<file path="config.mk">
export PLATFORM = sky130hd
export DESIGN_NAME = regfile_writeback
export DESIGN_NICKNAME = d
export VERILOG_FILES = /design/src/rtl/regfile_writeback.sv
export SDC_FILE = /design/constraint.sdc
export NUM_CORES = 1
export LEC_CHECK = 0
export CAP_MARGIN = 20
export CELL_PAD_IN_SITES_DETAIL_PLACEMENT = 1
export CELL_PAD_IN_SITES_GLOBAL_PLACEMENT = 1
export CORE_ASPECT_RATIO = 0.75
export CORE_MARGIN = 3
export CORE_UTILIZATION = 35
export CTS_CLUSTER_DIAMETER = 80
export DETAILED_ROUTE_END_ITERATION = 12
export PLACE_DENSITY = 0.75
export SLEW_MARGIN = 30
export SYNTH_ARGS = -nofsm -noshare
export SYNTH_HDL_FRONTEND = slang
export SYNTH_SLANG_ARGS = --single-unit
</file>
<file path="constraint.sdc">
create_clock -name clk -period 8.12 [get_ports clk]
set_input_delay 1.624 -clock clk [delete_from_list [all_inputs] [get_ports clk]]
set_output_delay 1.624 -clock clk [all_outputs]
set_load 0.01 [all_outputs]
</file>
<file path="src/rtl/regfile_writeback.sv">
// Write-back stage for the register file's single write port. ALU results and
// buffered variable-latency load results share AD3/WE3/WD3; a busy scoreboard tracks in-flight loads.
module regfile_writeback #(
  parameter int ADDRESS_WIDTH = 5,
  parameter int DATA_WIDTH    = 32,
  parameter int FIFO_DEPTH    = 2,
  parameter int STARVE_LIMIT  = 4
) (
  input  logic                          clk,
  input  logic                          rst,
  input  logic                          alu_valid,
  input  logic [ADDRESS_WIDTH-1:0]      alu_rd,
  input  logic [DATA_WIDTH-1:0]         alu_data,
  output logic                          alu_stall,
  input  logic                          ld_issue,
  input  logic [ADDRESS_WIDTH-1:0]      ld_issue_rd,
  input  logic                          ld_valid,
  output logic                          ld_ready,
  input  logic [ADDRESS_WIDTH-1:0]      ld_rd,
  input  logic [DATA_WIDTH-1:0]         ld_data,
  output logic [ADDRESS_WIDTH-1:0]      AD3,
  output logic                          WE3,
  output logic [DATA_WIDTH-1:0]         WD3,
  output logic [2**ADDRESS_WIDTH-1:0]   busy
);
  localparam int NUM_REGS = 2**ADDRESS_WIDTH;
  localparam int PTR_W    = (FIFO_DEPTH > 1) ? $clog2(FIFO_DEPTH) : 1;
  localparam int CNT_W    = $clog2(FIFO_DEPTH + 1);
  localparam int STV_W    = $clog2(STARVE_LIMIT + 1);

  typedef struct packed {
    logic [ADDRESS_WIDTH-1:0] rd;
    logic [DATA_WIDTH-1:0]    data;
  } wb_req_t;

  wb_req_t             fifo_q [FIFO_DEPTH];
  logic [PTR_W-1:0]    rd_ptr, wr_ptr;
  logic [CNT_W-1:0]    count, count_nxt;
  logic [STV_W-1:0]    starve_cnt, starve_nxt;
  logic [NUM_REGS-1:0] busy_nxt;

  wb_req_t cand, ld_req;
  logic    ld_acc, fifo_nonempty, bypass_ok, cand_valid;
  logic    alu_win, ld_win, pop, push;

  always_comb begin
    ld_ready      = (count < CNT_W'(FIFO_DEPTH));
    ld_acc        = ld_valid && ld_ready;
    fifo_nonempty = (count != '0);
    ld_req.rd     = ld_rd;
    ld_req.data   = ld_data;
    // An incoming load may skip the FIFO only when nothing older is queued.
    bypass_ok     = !fifo_nonempty && ld_acc && (ld_rd != '0);
    cand_valid    = fifo_nonempty || bypass_ok;
    cand          = fifo_nonempty ? fifo_q[rd_ptr] : ld_req;
    alu_win       = !alu_stall && alu_valid && (alu_rd != '0);
    ld_win        = !alu_win && cand_valid;
    pop           = ld_win && fifo_nonempty;
    push          = ld_acc && (ld_rd != '0) && !(ld_win && !fifo_nonempty);
    count_nxt     = count;
    if (push && !pop)      count_nxt = count + CNT_W'(1);
    else if (pop && !push) count_nxt = count - CNT_W'(1);
  end

  always_comb begin
    starve_nxt = starve_cnt;
    if (pop || !fifo_nonempty)
      starve_nxt = '0;
    else if (starve_cnt != STV_W'(STARVE_LIMIT))
      starve_nxt = starve_cnt + STV_W'(1);
  end

  // Issue sets after commit clears so a re-issue to the same rd stays busy.
  always_comb begin
    busy_nxt = busy;
    if (ld_win)   busy_nxt[cand.rd]     = 1'b0;
    if (ld_issue) busy_nxt[ld_issue_rd] = 1'b1;
    busy_nxt[0] = 1'b0;
  end

  always_ff @(posedge clk) begin
    if (push) fifo_q[wr_ptr] <= ld_req;
  end

  always_ff @(posedge clk or posedge rst) begin
    if (rst) begin
      rd_ptr     <= '0;
      wr_ptr     <= '0;
      count      <= '0;
      starve_cnt <= '0;
      alu_stall  <= 1'b0;
      busy       <= '0;
    end else begin
      if (push) wr_ptr <= wr_ptr + PTR_W'(1);
      if (pop)  rd_ptr <= rd_ptr + PTR_W'(1);
      count      <= count_nxt;
      starve_cnt <= starve_nxt;
      alu_stall  <= (starve_nxt == STV_W'(STARVE_LIMIT));
      busy       <= busy_nxt;
    end
  end

  always_ff @(posedge clk or posedge rst) begin
    if (rst) begin
      WE3 <= 1'b0;
      AD3 <= '0;
      WD3 <= '0;
    end else if (alu_win) begin
      WE3 <= 1'b1;
      AD3 <= alu_rd;
      WD3 <= alu_data;
    end else if (ld_win) begin
      WE3 <= 1'b1;
      AD3 <= cand.rd;
      WD3 <= cand.data;
    end else begin
      WE3 <= 1'b0;
    end
  end
endmodule

</file>
==> run_results.csv <==
group,metric,value,unit
outcome,status,"completed",
placement,post-place-ws,3.25,ns
sta,final_max_slew_viol_count,0,
power_and_ir_drop,p_leak,3.53,nW
synth,synth_top_flop_cell,"dfrtp_1",
synth,syn_area,6840,um^2
cells_and_area,fin_area,9250,um^2
sta,post-route-period-util,52.9,%
placement,placed_cell_area,8630,um^2
sta,tightest_slew,0.933,ns
floorplanning,start_util,36.3,%
synth,synthArstFlopShare,51.0,%
cells_and_area,multi_input_area,2530,um^2
worst_setup_path,crit_fanout,67,
synth,syn_area_per_cell,11.2,um^2
route,drtIter0Drc,344,
global_route,grt-ovfl-total,0,
worst_setup_path,r2r_slack,5.00,ns
worst_setup_path,path_buf_inv,4,
worst_setup_path,crit_path_top_delay_cell,"buf_4",
clock_network,root_buffer,"clkbuf_16",
sta,rsz0062_at_grt,"no",
global_route,grt_pass1_vias,5845,
clock_network,cts_resized,0,
clock_network,cts_sinks,151,
sta,fin_setup_tns,0,ns
worst_setup_path,cp_top_family,"buffers and inverters",
route,vias_per_cell,5.41,
route,dr.pass1.iters,4,
floorplanning,core_area,18800,um^2
sta,min_period,4.29,ns
route,finalWirelength,20700,um
clock_network,clkSlewWorstSetupHoldPaths,0.07,ns
placement,routabilityCongestion,0.855,
cells_and_area,fin_cells,1010,
placement,portBuffers,154,
clock_network,post_cts_buffers,0,
floorplanning,die_area,21300,um^2
floorplanning,rows,43,
worst_hold_path,hp-class,"reg -> reg",
cells_and_area,area_growth_syn_to_layout,35.2,%
worst_setup_path,path_cells,"clkdlybuf4s50_1 -> or4_1 -> o21ai_4 -> buf_4 -> a21oi_1 -> nor2b_4 -> buf_8 -> buf_16",
synth,synthesis.nets,697,
synth,synth_cells,610,
sta,fin_hold_ws,0.510,ns
cells_and_area,final_cell_mix,"clkdlybuf4s50_1, nor2_1, dfrtp_1",
synth,synth_seq_cells,151,
floorplanning,die_x,167,um
clock_network,cts.htree.levels,4,
route,vias,5461,
power_and_ir_drop,p_per_area,377,nW/um^2
sta,setup_ws,3.83,ns
sta,clock.fmax,0.233,GHz
worst_setup_path,arrival,4.48,ns
worst_setup_path,required,8.31,ns
sta,setup_viol,0,
synth,ys_seq_area_share,60.6,%
cells_and_area,seq_area,4150,um^2
floorplanning,io_pins,156,
placement,dp_hpwl,14000,um
global_route,grt_usage,19.6,%
floorplanning,die_h,127,um
route,routedWlPerCell,20.5,um
synth,ys_types,37,
worst_setup_path,path_class,"in -> reg",
cells_and_area,drive_gt1_share,7.08,%
cells_and_area,layout_commonest_cell,"clkdlybuf4s50_1",
sta,fin_skew,0.00962,ns
cells_and_area,layout.nets,837,
global_route,grt_first_pass_wirelength,32700,um
clock_network,hold_buffers,0,
clock_network,clock_latency,0.43,ns
worst_setup_path,critPathCaptureType,"register",
synth,synth_enable_flop_cells,74,
cells_and_area,num-fill-cells,2021,
route,drc,0,
worst_setup_path,crit_path_start_kind,"primary input",
placement,dp_cells,978,
sta,slew_headroom,37.8,%
clock_network,cts_inserted_buffers,17,
cells_and_area,antenna_cells,0,
global_route,grt_max_degree,78,
synth,yosysWarnings,0,
worst_setup_path,slowest_delay,0.68,ns
clock_network,clockBufferDepth,2,
sta,final_hold_viol_count,0,
clock_network,cts_tree,"yes",
job,cap_violations,0,
route,ant_nets,0,
power_and_ir_drop,irDropWorstVdd,182,uV
global_route,antenna_found_initial,1,
worst register-to-register path: stages (launching register included):
cell and delay, ns:
dfrtp_2 0.94, or2_4 0.65, o41ai_4 0.10, buf_4 0.32, nor4_1 0.74, a31oi_1 0.20
routing by layer:
layer / vias up / GRT usage (%) / share of wire, %
li1: 2518 / - / -
met1: 2765 / 26.7 / 46
met2: 152 / 31.5 / 47
met3: 24 / 4.86 / 5.2
met4: 2 / 5.53 / 1.5
met5: - / 0 / 0.063
area by class of cell:
type / instances / share of cell area [%]
sequential: 151 / 44.9
multi-input combinational: 414 / 27.3
timing repair buffer: 161 / 17.6
clock buffer: 18 / 4.64
tap: 247 / 3.34
clock inverter: 14 / 2.03
inverter: 5 / 0.216
metrics by stage:
stage / utilization, % / power [mW]
CTS: 49.1 / 3.51
global route: 49.1 / 3.68
finish: 49.1 / 3.48
floorplan: - / 1.98
global placement: 45.6 / 2.58
detailed placement: 45.8 / 2.66
power breakdown:
part           total (mW)  switching [mW]  internal, mW
Sequential           1.28           0.220          1.06
Combinational        1.37           0.729         0.638
Clock               0.835           0.342         0.493
synth_stat cells (5+ instances only):
library cell | instances | area (um^2)
nor2_1 | 105 | 394
dfrtp_1 | 77 | 1930
edfxtp_1 | 74 | 2220
mux2i_1 | 69 | 691
nor3_1 | 44 | 220
a21oi_1 | 41 | 205
nand3_1 | 34 | 170
a31oi_1 | 29 | 181
clkbuf_1 | 23 | 86.3
o21ai_1 | 20 | 100
o21ai_0 | 13 | 65.1
buf_2 | 9 | 45.0
nor4_1 | 9 | 56.3
a21o_1 | 5 | 37.5
a221o_1 | 5 | 50.1
inv_1 | 5 | 18.8
nand2_1 | 5 | 18.8
nand3b_1 | 5 | 37.5
final timing paths:
kind / start / to / cells after the start
min: WD3[3] / WD3[3] / 2
max: alu_rd[1] / fifo_q[0][25] / 8
max in group asynchronous: rst / rd_ptr / 3
min in group asynchronous: rst / AD3[0] / 3
max reg2reg: count[0] / busy[16] / 5
min reg2reg: WD3[3] / WD3[3] / 2
registers in the layout, indices dropped and copies added, names as in the netlist:
| signal | count |
|---|---|
| AD3 | 5 |
| WD3 | 32 |
| WE3 | 1 |
| alu_stall | 1 |
| busy | 31 |
| count | 2 |
| fifo_q | 74 |
| rd_ptr | 1 |
| starve_cnt | 3 |
| wr_ptr | 1 |
kinds of logic (layout without fill, tap and decap cells):
| kind of cell | after synthesis | after routing | share of synthesized area (%) |
|---|---|---|---|
| compound gates | 116 | 116 | 9.98 |
| xor+xnor | 5 | 5 | 0.640 |
| fa+ha+maj | 3 | 3 | 0.549 |
| buf+inv | 45 | 198 | 2.85 |
| flops | 151 | 151 | 60.6 |
| mux | 70 | 70 | 10.3 |
| other cells | 1 | 1 | 0.0548 |
| simple gates | 219 | 219 | 15.0 |
(Power assumes the default switching activity.)
